==> src/rtl/booth_pkg.sv <==
// rtl/booth_pkg.sv - shared state encoding and Booth pair constants
package booth_pkg;

  typedef enum logic [1:0] {
    IDLE  = 2'b00,
    ADD   = 2'b01,
    SHIFT = 2'b10,
    DONE  = 2'b11
  } state_t;

  localparam logic [1:0] BOOTH_SUB = 2'b10;
  localparam logic [1:0] BOOTH_ADD = 2'b01;

endpackage

==> src/rtl/booth_uc.sv <==
// rtl/booth_uc.sv - control FSM sequencing load, add/sub and shift steps
module booth_uc
  import booth_pkg::*;
(
  input  logic clk,
  input  logic reset,
  input  logic start,
  input  logic q0,
  input  logic q_1,
  input  logic cnt_zero,
  output logic load,
  output logic add,
  output logic sub,
  output logic shift,
  output logic busy,
  output logic done
);

  state_t state_q, state_d;

  always_ff @(posedge clk or posedge reset) begin
    if (reset) state_q <= IDLE;
    else       state_q <= state_d;
  end

  always_comb begin
    state_d = state_q;
    load    = 1'b0;
    add     = 1'b0;
    sub     = 1'b0;
    shift   = 1'b0;
    busy    = 1'b0;
    done    = 1'b0;
    case (state_q)
      IDLE: begin
        if (start) begin
          load    = 1'b1;
          state_d = ADD;
        end
      end
      ADD: begin
        busy = 1'b1;
        case ({q0, q_1})
          BOOTH_SUB: sub = 1'b1;
          BOOTH_ADD: add = 1'b1;
          default:   ;
        endcase
        state_d = SHIFT;
      end
      SHIFT: begin
        busy    = 1'b1;
        shift   = 1'b1;
        // cnt_zero already reflects the post-decrement count
        state_d = cnt_zero ? DONE : ADD;
      end
      DONE: begin
        done    = 1'b1;
        state_d = IDLE;
      end
      default: state_d = IDLE;
    endcase
  end

endmodule

==> src/rtl/booth_mult_seq.sv <==
// rtl/booth_mult_seq.sv - sequential radix-2 Booth multiplier datapath and top
module booth_mult_seq
  import booth_pkg::*;
#(
  parameter int N = 8
) (
  input  logic           clk,
  input  logic           reset,
  input  logic           start,
  input  logic [N-1:0]   multiplicand,
  input  logic [N-1:0]   multiplier,
  output logic           busy,
  output logic           done,
  output logic [2*N-1:0] product
);

  localparam int CNT_W = $clog2(N + 1);

  // A carries an extra bit so A - M cannot overflow for M = -2^(N-1)
  logic [N:0]       a_q, a_d;
  logic [N:0]       m_q, m_d;
  logic [N-1:0]     q_q, q_d;
  logic             q1_q, q1_d;
  logic [CNT_W-1:0] cnt_q, cnt_d;

  logic load, add, sub, shift, cnt_zero;

  assign cnt_zero = (cnt_q == CNT_W'(1));

  booth_uc u_uc (
    .clk      (clk),
    .reset    (reset),
    .start    (start),
    .q0       (q_q[0]),
    .q_1      (q1_q),
    .cnt_zero (cnt_zero),
    .load     (load),
    .add      (add),
    .sub      (sub),
    .shift    (shift),
    .busy     (busy),
    .done     (done)
  );

  always_comb begin
    a_d   = a_q;
    m_d   = m_q;
    q_d   = q_q;
    q1_d  = q1_q;
    cnt_d = cnt_q;
    if (load) begin
      a_d   = '0;
      m_d   = {multiplicand[N-1], multiplicand};
      q_d   = multiplier;
      q1_d  = 1'b0;
      cnt_d = CNT_W'(N);
    end else if (add) begin
      a_d = a_q + m_q;
    end else if (sub) begin
      a_d = a_q - m_q;
    end else if (shift) begin
      {a_d, q_d, q1_d} = {a_q[N], a_q, q_q};
      cnt_d = cnt_q - CNT_W'(1);
    end
  end

  always_ff @(posedge clk or posedge reset) begin
    if (reset) begin
      a_q   <= '0;
      m_q   <= '0;
      q_q   <= '0;
      q1_q  <= 1'b0;
      cnt_q <= '0;
    end else begin
      a_q   <= a_d;
      m_q   <= m_d;
      q_q   <= q_d;
      q1_q  <= q1_d;
      cnt_q <= cnt_d;
    end
  end

  assign product = {a_q[N-1:0], q_q};

endmodule

==> config.mk <==
export PLATFORM = sky130hd
export DESIGN_NAME = booth_mult_seq
export DESIGN_NICKNAME = d
export VERILOG_FILES = /design/src/rtl/booth_pkg.sv /design/src/rtl/booth_uc.sv /design/src/rtl/booth_mult_seq.sv
export SDC_FILE = /design/constraint.sdc
export NUM_CORES = 1
export LEC_CHECK = 0
export CAP_MARGIN = 20
export CORE_AREA = 2 2 81 83
export CTS_CLUSTER_SIZE = 14
export DETAILED_ROUTE_END_ITERATION = 10
export DIE_AREA = 0 0 83 85
export HOLD_SLACK_MARGIN = 0.1
export PLACE_DENSITY = 0.59
export SLEW_MARGIN = 20
export SYNTH_ARGS = -nofsm -noshare
export SYNTH_HDL_FRONTEND = slang
export SYNTH_HIERARCHICAL = 1
export SYNTH_SLANG_ARGS = --single-unit
==> constraint.sdc <==
create_clock -name clk -period 5.1 [get_ports clk]
set_clock_uncertainty 0.1 [all_clocks]
set_input_delay 1.53 -clock clk [delete_from_list [all_inputs] [get_ports clk]]
set_output_delay 1.53 -clock clk [all_outputs]
set_load 0.03 [all_outputs]
* Yosys cells after proc, flatten, opt, wreduce, memory -nomap -nowiden
Index checks and enable logic that the tools add are counted.
** Storage, ports and cells
- Register bits :: 32
- Bits of input ports :: 19
- Output and inout port bits :: 18
** Cells by class
- $add $sub $neg :: 3
- Eq/ne operators :: 9
- Muxes and demuxes :: 28
- Reduce and logical (&&, ||, !) cells :: 6
** Operators by type and width (number)
- 8-bit 2-to-1 mux :: 5
- 9-bit 2-to-1 mux :: 3
- 4-bit 2-to-1 mux :: 4
- 1-bit 2-to-1 mux :: 13
- 9-bit adder :: 1
- 9-bit subtractor :: 1
- 2-bit one-hot mux with 4 select lines :: 1
- 2-bit equality test (second input constant) :: 3
- 2-bit != test (second input constant) :: 3
- 2-bit by 1-bit equality test with 1-bit output (second input constant) :: 2
- 4-bit by 1-bit equality test with 1-bit output (second input constant) :: 1
- 2-bit 2-to-1 mux :: 2
- 4-bit nonzero test :: 1
- 4-bit by 1-bit subtractor with 4-bit output (second input constant) :: 1
- 3-bit AND reduction :: 1
- 3-bit nonzero test :: 1
- 2-bit logical NOT :: 1
- 2-bit nonzero test :: 1
- 2-bit OR reduction :: 1

* Logic depth before layout (Yosys ltp)
- Depth after elaboration :: 6
- Gate-level depth with buffers :: 10
- Mapped depth without buffers :: 10

* Modules after synthesis
Netlist, hierarchy kept.
** By module, submodules not included
- booth_mult_seq :: instances 1, cells each 261, area each 2234.6 µm²
- booth_uc :: instances 1, cells each 20, area each 195.2 µm²

* Worst setup path before layout
OpenSTA, ideal clock, no wires.
- Path kind :: input to register
- Start :: in start
- End :: reg a_q[3]
- Data arrival time :: 2.494 ns
- Path slack :: 2.385 ns
- Stages :: 5
- Path buffers :: 1
- Path through :: and2_1 clkbuf_1 nor3_2 nor2_1 a32o_1
** Between the ends
- Word-level cells in the longest chain between the ends :: 3
- Elaborated cells on any way between the ends :: 4
- Those cells by class :: 3 x mux; 1 x reduce/logical
** Ends and longest elaborated chain
- start, declared :: line booth_mult_seq.sv:9 : input logic start,
- 1-bit 2-to-1 mux * :: line booth_uc.sv:36 : if (start) begin
- 1-bit 2-to-1 mux * :: line booth_uc.sv:34 : case (state_q)
- 4-bit nonzero test (no line) / 9-bit 2-to-1 mux (equally long branches)
- end signal, assigned :: line booth_mult_seq.sv:69 : a_q <= '0;
- end signal, assigned :: line booth_mult_seq.sv:75 : a_q <= a_d;
- end, declared :: line booth_mult_seq.sv:20 : logic [N:0] a_q, a_d;
Every way passes the cells marked *; elsewhere a longest branch is shown, timed or not.
A chain may end at the register's enable or synchronous reset.

* Worst setup path after layout
- Start :: reg u_uc.state_q[1]
- End :: out busy
** Between the ends
- Word-level cells in the longest chain between the ends :: 3
- Elaborated cells on any way between the ends :: 4
- Those cells by class :: 2 x eq/ne; 1 x mux; 1 x reduce/logical
** Ends and longest elaborated chain
- start, declared :: line booth_uc.sv:19 : state_t state_q, state_d;
- start signal, assigned :: line booth_uc.sv:23 : else state_q <= state_d;
- 2-bit equality test / 2-bit by 1-bit equality test with 1-bit output (equally long branches) :: line booth_uc.sv:34
- 2-bit OR reduction (no line) *
- 1-bit 2-to-1 mux * :: line booth_uc.sv:34
- end, declared :: line booth_mult_seq.sv:12 : output logic busy,
Marked as above.

==> results by group <==
Status
  – Status: complete, no violations

Worst setup path
  – Worst Path Buf+Inv: 2
  – Critical Path Start Type: flip-flop
  – Crit path kind: reg -> out
  – Slowest stage delay, CP: 0.66 ns
  – Critical-path maximum fanout: 4
  – Cell Chain, Critical Path: inv_2 -> ha_1 -> clkdlybuf4s50_1
  – CP endpoint kind: output pin
  – Crit path max-delay family: buffers and inverters
  – Slowest CP cell: clkdlybuf4s50_1
  – Crit path DAT: 1.73 ns
  – Req. time, crit path: 3.47 ns

Detailed routing
  – Via density: 5.21
  – Initial DRC count: 95
  – DRC: 0
  – Routed wire length: 5560 microns
  – Via count: 1,992
  – First drt pass iteration count: 4
  – Routed len/inst: 14.5 microns
  – Antenna viol nets, final: 0

Timing
  – Tmin final: 3.36 ns
  – RSZ-0062 raised after global routing: false
  – Min Hold Slack: 0.432 ns
  – Worst rel slew slack: 38.1%
  – Final Slew Violations: 0
  – Slew @ Worst Pin: 0.925 ns
  – Fmax: 298 MHz
  – Final setup fails: 0
  – Tcrit/Tclk final: 65.8%
  – Final WS setup: 1.74 ns
  – Total Neg Setup Slack: 0 ns
  – Hold Vio Cnt, Final: 0

Placed design
  – Post-Place Setup Slack: 1.60 ns
  – # port buffers: 36
  – Routability cong.: 0.848
  – Placed cells: 374
  – HPWL after detailed placement: 4130 microns

Yosys
  – Mean Syn Cell Area: 8.65 sq um
  – Synth area leader: dfrtp_1
  – Syn Std Cell Area: 2430 sq um
  – Synth unique cells: 59
  – Synthesized netlist cell count: 281
  – Seq/Total Area, Yosys: 33.0%
  – Seq cells post-synth: 32
  – Top-area cell type share of the netlist area: 33.0%
  – Syn. warnings: 6
  – Synth Flop Type: dfrtp_1
  – Largest cells by area after synthesis: dfrtp_1 (33%), ha_1 (12%), mux2i_1 (4.9%), nand2_1 (4.6%), o21ai_0 (4.3%)
  – Async SR Flop Fraction: 100%
  – Mapped Nets: 325
  – Post-synth EDFFs: 0

Clock network
  – Clk buf depth: 2
  – CTS tree: built
  – Root buffer cell: clkbuf_8
  – CTS buffer count: 5
  – CTS clk-pin slew, worst paths: 0.06 ns
  – Post-CTS setup buffer count: 0
  – CTS H-Tree Depth: 2
  – Clk Latency, worst-skew pair: 0.29 ns
  – CTS Hold Bufs: 0
  – CTS resizes: 0
  – Clock sink count: 32

Finish
  – Share of layout cells above drive strength 1: 6.56%
  – Inserted Diodes: 0
  – Layout Nets: 348
  – Final cell count without fillers: 382
  – Area Growth Syn to Fin: 18.5%

Flow run
  – Max-cap violations: 0

Pwr
  – Seq pwr share: 24.2%
  – Leakage: 1.25 nW
  – Pwr dens: 715 nW/um^2
  – Sw Share: 47.6%
  – Maximum vdd drop: 0.000399 V
  – Pint: 1.08 mW
  – Comb power frac: 64.2%
  – Clk pwr share: 11.7%
  – Sw Pwr: 979 uW

Floorplanning
  – Die footprint: 7060 sq um
  – Core box area: 6200 sq um
  – Row count: 29
  – Die span in y: 85 microns
  – Ports: 37
  – Starting Density: 39.2%
  – Die X-Extent: 83 microns

Global route
  – Initial antenna violation count: 0
  – Total GRT Usage: 16.0%
  – Largest net degree at the start of global routing: 33
  – Global-route wire length before repair: 9230 microns
  – Vias in the first global route: 1,909
  – Total gr overflow: 0

Worst hold path
  – Tightest Hold Check Type: reg -> reg
Yosys cell counts, drive strengths merged, types with 4 or more instances:
library cell / n
a21oi: 16
nor2: 24
nor2b: 6
buf: 16
inv: 24
xnor2: 4
nand2: 30
o21ai: 29
a211oi: 7
nor3: 7
ha: 23
dfrtp: 32
mux2i: 12
clkbuf: 6
per-stage QoR:
| step | util (%) | cell area (sq um) | total power [mW] |
|---|---|---|---|
| final | 46.4 | 2880 | 2.06 |
| after global routing | 46.4 | 2880 | 2.24 |
| after CTS | 46.4 | 2880 | 2.07 |
| after detailed placement | 44.7 | 2770 | 1.82 |
| after global placement | 44.7 | 2770 | 1.81 |
| after floorplan | - | 2430 | 1.52 |
placed cells by master (no fill, tap or decap), types with 3 or more instances in the layout:
cell type and n:
xnor2_1 4, dfrtp_1 32, nor3_1 6, clkbuf_8 5
inv_1 21, nand2_1 30, o21ai_1 7, inv_2 3
o21ai_0 21, ha_1 23, a211oi_1 7, clkdlybuf4s50_1 36
nor2b_1 5, a21oi_1 16, mux2i_1 12, nor2_1 23
final timing paths:
check / startpoint / to / slack, ns / cells after the start
min in group asynchronous: reset / u_uc/state_q[1]$_DFFE_PP0P_ / 1.32 / 2
setup / recovery: u_uc/state_q[1]$_DFFE_PP0P_ / busy / 1.74 / 3
setup reg to reg: u_uc/state_q[1]$_DFFE_PP0P_ / a_q[4]$_DFFE_PP0P_ / 2.31 / 8
hold / removal: u_uc/state_q[1]$_DFFE_PP0P_ / u_uc/state_q[1]$_DFFE_PP0P_ / 0.43 / 1
hold reg to reg: u_uc/state_q[1]$_DFFE_PP0P_ / u_uc/state_q[1]$_DFFE_PP0P_ / 0.43 / 1
max in group asynchronous: reset / q_q[0]$_DFFE_PP0P_ / 3.06 / 3
power groups by stage:
stage / Sequential [mW] / Combinational [mW] / Clock (mW)
6_report: 0.497 / 1.32 / 0.240
5_1_grt: 0.517 / 1.46 / 0.259
4_1_cts: 0.501 / 1.32 / 0.247
3_5_place_dp: 0.504 / 1.32 / 0
3_3_place_gp: 0.502 / 1.30 / 0
2_1_floorplan: 0.528 / 0.993 / 0
state kept, by name, indices dropped and copies added (netlist names):
register	count
q_q	8
q1_q	1
a_q	9
u_uc/state_q	2
m_q	8
cnt_q	4
kinds of logic after synthesis:
logic type | share of synthesized area, %
AND/OR/NAND/NOR | 16.5
AO/OA/AOI/OAI | 20.3
buffers and inverters | 9.06
flip-flops | 33.0
adder cells (fa/ha/maj) | 13.5
multiplexers | 5.87
XOR/XNOR | 1.80
metal layers:
layer  share of wire [%]  wire (microns)  global-route usage, %
met2                  47            2610                   25.6
met4                 1.6              88                   5.66
met5                   0               0                      0
met1                  48            2670                   21.7
met3                 3.3             186                   3.11
area by class of cell:
type,count,area [sq um]
fill,615,3330
multi-input combinational,203,1410
inverter,24,90.1
clock inverter,2,35.0
timing repair buffer,38,375
clock buffer,6,72.6
tap,77,96.3
sequential,32,801
Power figures use the tool's default switching activity.
